**src/rtl/sound_ac97_frame_tx.sv**
```systemverilog
// Mixes four channel levels into left/right PCM samples and serializes them, with an optional
// codec register write, into 256-bit AC-97 output frames. Optional build macro: SOUND_DC_REMOVE_EN.
module sound_ac97_frame_tx (
  input  logic        ac97_bitclk,
  input  logic        reset,
  input  logic [3:0]  ch1_level,
  input  logic [3:0]  ch2_level,
  input  logic [3:0]  ch3_level,
  input  logic [3:0]  ch4_level,
  input  logic [2:0]  left_vol,
  input  logic [2:0]  right_vol,
  input  logic [7:0]  ch_sel,
  input  logic        sound_enable,
  input  logic        cmd_valid,
  input  logic [6:0]  cmd_addr,
  input  logic [15:0] cmd_data,
  output logic        cmd_ready,
  output logic        ac97_sync,
  output logic        ac97_sdata_out,
  output logic        frame_strobe
);

  // Only slots 0..4 carry data; everything after bit 95 of a frame is zero.
  localparam int HEAD_W = 96;

  logic [7:0]        bit_cnt;
  logic [HEAD_W-2:0] shift_q;
  logic              load;
  logic              cmd_take;
  logic [15:0]       tag;
  logic [19:0]       slot1;
  logic [19:0]       slot2;
  logic [19:0]       left_sample;
  logic [19:0]       right_sample;
  logic [HEAD_W-1:0] frame_head;

  function automatic logic [5:0] mix(input logic [3:0] sel, input logic [3:0] c1,
                                     input logic [3:0] c2, input logic [3:0] c3,
                                     input logic [3:0] c4);
    logic [5:0] sum;
    sum = {2'b00, c1 & {4{sel[0]}}}
        + {2'b00, c2 & {4{sel[1]}}}
        + {2'b00, c3 & {4{sel[2]}}}
        + {2'b00, c4 & {4{sel[3]}}};
    return sum;
  endfunction

  function automatic logic [19:0] make_sample(input logic [5:0] m, input logic [2:0] vol,
                                              input logic en);
    logic [3:0]  gain;
    logic [8:0]  product;
    logic [19:0] sample;
    gain    = {1'b0, vol} + 4'd1;
    product = {3'b000, m} * {5'b00000, gain};
`ifdef SOUND_DC_REMOVE_EN
    sample  = {({1'b0, product} - 10'd240), 10'b0};
`else
    sample  = {1'b0, product, 10'b0};
`endif
    return en ? sample : 20'h00000;
  endfunction

  assign load     = (bit_cnt == 8'd255);
  assign cmd_take = cmd_valid && cmd_ready;

  assign left_sample  = make_sample(mix(ch_sel[7:4], ch1_level, ch2_level, ch3_level, ch4_level),
                                    left_vol, sound_enable);
  assign right_sample = make_sample(mix(ch_sel[3:0], ch1_level, ch2_level, ch3_level, ch4_level),
                                    right_vol, sound_enable);

  assign tag        = {1'b1, cmd_take, cmd_take, 2'b11, 11'b0};
  assign slot1      = cmd_take ? {1'b0, cmd_addr, 12'h000} : 20'h00000;
  assign slot2      = cmd_take ? {cmd_data, 4'h0} : 20'h00000;
  assign frame_head = {tag, slot1, slot2, left_sample, right_sample};

  // The shift register is the only place a transferred command lives, so clearing it on reset
  // is what drops a latched but unsent command.
  always_ff @(posedge ac97_bitclk) begin
    // NOTE: every register here uses <= so all of them update from the same pre-edge values.
    if (reset) begin
      bit_cnt        <= 8'd255;
      shift_q        <= '0;
      cmd_ready      <= 1'b0;
      ac97_sync      <= 1'b0;
      ac97_sdata_out <= 1'b0;
      frame_strobe   <= 1'b0;
    end else begin
      bit_cnt      <= bit_cnt + 8'd1;
      cmd_ready    <= (bit_cnt == 8'd254);
      frame_strobe <= load;
      ac97_sync    <= load || (bit_cnt < 8'd15);
      if (load) begin
        ac97_sdata_out <= frame_head[HEAD_W-1];
        shift_q        <= frame_head[HEAD_W-2:0];
      end else begin
        ac97_sdata_out <= shift_q[HEAD_W-2];
        shift_q        <= {shift_q[HEAD_W-3:0], 1'b0};
      end
    end
  end

endmodule

```
**config.mk**
```make
export PLATFORM = sky130hd
export DESIGN_NAME = sound_ac97_frame_tx
export DESIGN_NICKNAME = d
export VERILOG_FILES = /design/src/rtl/sound_ac97_frame_tx.sv
export SDC_FILE = /design/constraint.sdc
export NUM_CORES = 1
export LEC_CHECK = 0
export CAP_MARGIN = 10
export CORE_ASPECT_RATIO = 0.8
export CORE_MARGIN = 2
export CORE_UTILIZATION = 56
export DETAILED_ROUTE_END_ITERATION = 6
export PLACE_DENSITY = 0.84
export SETUP_SLACK_MARGIN = 0.05
export SLEW_MARGIN = 20
export SYNTH_ARGS = -nofsm -noshare
export SYNTH_HDL_FRONTEND = slang
export SYNTH_SLANG_ARGS = --single-unit
```
**constraint.sdc**
```tcl
create_clock -name ac97_bitclk -period 6.5 [get_ports ac97_bitclk]
set_input_delay 1.3 -clock ac97_bitclk [delete_from_list [all_inputs] [get_ports ac97_bitclk]]
set_output_delay 1.3 -clock ac97_bitclk [all_outputs]
set_load 0.05 [all_outputs]
```
==> run metrics <==
status complete, no violations; critical path depth 20; fin util 0.685; Crit path required time 6.76 ns; area of the multi-input gates 2850 um^2; Critical Path Fanout Max 5; CTS HTree Levels 3; CTS sink cnt 97; Synth top cells by count dfxtp_1 (97), and2_1 (68), inv_1 (45); total of max-cap violations 0; 1st-pass router iterations 4; Rows 30; flops & latches, synth 97; LEAKAGE 2.69 nW; maximum VDD drop 0.153 mV; total power divided by cell area 267 nW/um^2; vias in the first global route 3348; WL/cell 13.1 um; ANT nets after route 0; fin crit period 6.19 ns; global-route usage over all layers 0.190; most frequent cell after synthesis dfxtp_1; compound-gate portion of the synthesized area 0.125; vias 3424; Post-CTS Resized 0; Port Buffers 60; Final period util 0.952; Worst Setup Start Kind input port; fmax 162 MHz; Area growth syn-to-layout 17.1%; Nets 680; Setup Buffers After CTS 0; CP cell instances clkdlybuf4s50_1, and2_1, fa_1, inv_1, fa_1, inv_1, ha_1, fa_1, xnor2_2, nor2b_1, fa_1, inv_1, fa_1, inv_1, ha_1, a211oi_1, o21bai_1, a21oi_1, a21oi_1, o31ai_1; Buf+Inv Stages, Crit Path 5; Worst path slowest cell fa_1; Slew @ Worst Pin 0.926 ns; Mapped Area 5030 um^2; Via density 5.11; critical path's top delay family adder cells; Final Setup Violations 0; core area 8600 um^2; Setup TNS 0 ns; layout cells sized above 1 0.0842; Distinct cells, synth 40; worst-case reg-to-reg path depth 6; # DRC 0; fillers 639; area share of and/or/nand/nor cells after synthesis 0.174; DRT iter0 DRCs 177; unrepaired setup endpoints after global routing no; syn_nets 623; I/O pin count 61; final WL 8.79 mm; share of the synthesized area in the top cell type 0.386; Die Y-Extent 88.8 um; initial antenna violation count 0; Critical R2R Capture shift_q[53]$_SDFF_PP0_; Slew HR 0.382; predominant post-synthesis flop cell dfxtp_1; critical path's most frequent cell fa_1; hold endpoint shift_q[20]$_SDFF_PP0_; Post-Synthesis Cells 496; number of flops mapped to enable cells by yosys 0; Clock Tree Buf Depth 2; Synth Area in XOR/XNOR 0.0400; TritonCTS clock tree done; dominant cells by area after synthesis dfxtp_1 (39%), fa_1 (13%), ha_1 (9.5%); Sequential Area 1940 um^2; CP Class in -> reg; root buf cell clkbuf_8; Worst setup EP type flop; Yosys Warn Count 0; reg2reg start bit_cnt[0]$_SDFF_PP1_; CP Data Arrival Time 6.45 ns; average size of a mapped cell 10.1 um^2; register area share after synthesis 0.386; post-synthesis mux area share 0; Ant. Diodes 0; Final Hold Vio Count 0; DP HPWL 6.71 mm; largest net degree at the start of global routing 83; Hold Crit Start shift_q[19]$_SDFF_PP0_; clk_lat worst skew 0.35 ns; Starting Density 0.585; Die X 110 um; max incr delay on CP 0.53 ns; Max Slew Vio Count 0; Hold-fix buffers, CTS 0; gr ovfl total 0; Hold Path Depth 1; first-pass GRT wire length 14.5 mm; R2R setup slack 4.12 ns; CTS Buf Count 9; largest area contributor in the netlist dfxtp_1; Final GP Congestion 0.923; largest family of logic cells by synthesized area adder cells; Die ar. 9760 um^2; CTS clk-pin slew, worst paths 0.08 ns; Post-Synth Adder-Cell Area 0.222; skew final 0.00799 ns; Hold Path Class reg -> reg; Power Total 1.57 mW; Async SR Flop Fraction 0
metrics by stage:
| stage | instances | setup slack [ns] | area [um^2] | hold WS (ns) |
|---|---|---|---|---|
| finish | 670 | 0.310 | 5890 | 0.428 |
| global route | 670 | 0.0550 | 5890 | 0.439 |
| CTS | 670 | 0.270 | 5880 | 0.425 |
| detailed placement | 654 | -0.103 | 5700 | 0.414 |
| global placement | 654 | 0.122 | 5700 | 0.408 |
| floorplan | 496 | 0.738 | 5030 | 0.401 |
metal layers:
| metal | vias up | wire length, um | GRT usage | part of all wire |
|---|---|---|---|---|
| met5 | - | 0 | 0 | 0 |
| met1 | 1608 | 4110 | 0.235 | 0.47 |
| met4 | 0 | 71 | 0.0598 | 0.0081 |
| li1 | 1738 | - | - | - |
| met3 | 4 | 451 | 0.0501 | 0.051 |
| met2 | 74 | 4160 | 0.325 | 0.47 |
worst register-to-register path: cells and delay by family, from the launching register on:
kind                     cells  cell delay [ns]
flip-flops                   1             0.41
buffers and inverters        1             0.09
AO/OA/AOI/OAI                1             0.29
AND/OR/NAND/NOR              3             1.30
adder cells (fa/ha/maj)      1             0.25
worst max-delay path by stage:
stage            startpoint                     end  slack (ns)
3_3_place_gp      ch_sel[0]  shift_q[18]$_SDFF_PP0_        0.12
5_1_grt           ch_sel[0]  shift_q[18]$_SDFF_PP0_        0.05
6_report          ch_sel[4]  shift_q[38]$_SDFF_PP0_        0.31
4_1_cts        ch1_level[1]  shift_q[38]$_SDFF_PP0_        0.27
3_5_place_dp      ch_sel[0]  shift_q[18]$_SDFF_PP0_       -0.10
2_1_floorplan     ch_sel[0]  shift_q[18]$_SDFF_PP0_        0.74
cell usage in the layout, fill, tap and decap left out, types with 6 or more instances in the layout:
| master | count |
|---|---|
| and2_1 | 68 |
| fa_1 | 32 |
| dfxtp_1 | 97 |
| xnor2_1 | 7 |
| ha_1 | 38 |
| o21bai_1 | 6 |
| nand2b_1 | 6 |
| a21oi_1 | 16 |
| nor2_1 | 14 |
| clkdlybuf4s50_1 | 60 |
| clkbuf_8 | 11 |
| and3_1 | 6 |
| a22o_2 | 18 |
| a21o_1 | 8 |
| o21ai_0 | 18 |
| xor2_1 | 14 |
| nor2b_1 | 8 |
| inv_1 | 45 |
| a22o_1 | 11 |
| nand2_1 | 37 |
logic make-up after synthesis:
logic type                 Yosys count
AOI/OAI and AO/OA                   87
adders and majority gates           70
DFF                                 97
and+or+nand+nor                    158
xor gates and xnor gates            23
buffers and inverters               61
final cells by class:
| type | instances | share of cell area |
|---|---|---|
| clock buffer | 12 | 0.0263 |
| clock inverter | 4 | 0.00446 |
| inverter | 46 | 0.0293 |
| multi-input combinational | 338 | 0.483 |
| sequential | 97 | 0.330 |
| tap | 112 | 0.0238 |
| timing repair buffer | 61 | 0.103 |
state kept, by name (all words and copies together), names as in the netlist:
signal / flops
ac97_sdata_out: 1
cmd_ready: 1
ac97_sync: 1
shift_q: 85
bit_cnt: 8
frame_strobe: 1
report_power, final:
| part | switching (mW) | internal, mW | total, mW |
|---|---|---|---|
| clock network | 0.190 | 0.160 | 0.350 |
| logic | 0.328 | 0.259 | 0.586 |
| registers | 0.0169 | 0.621 | 0.638 |
(Power assumes the default switching activity.)
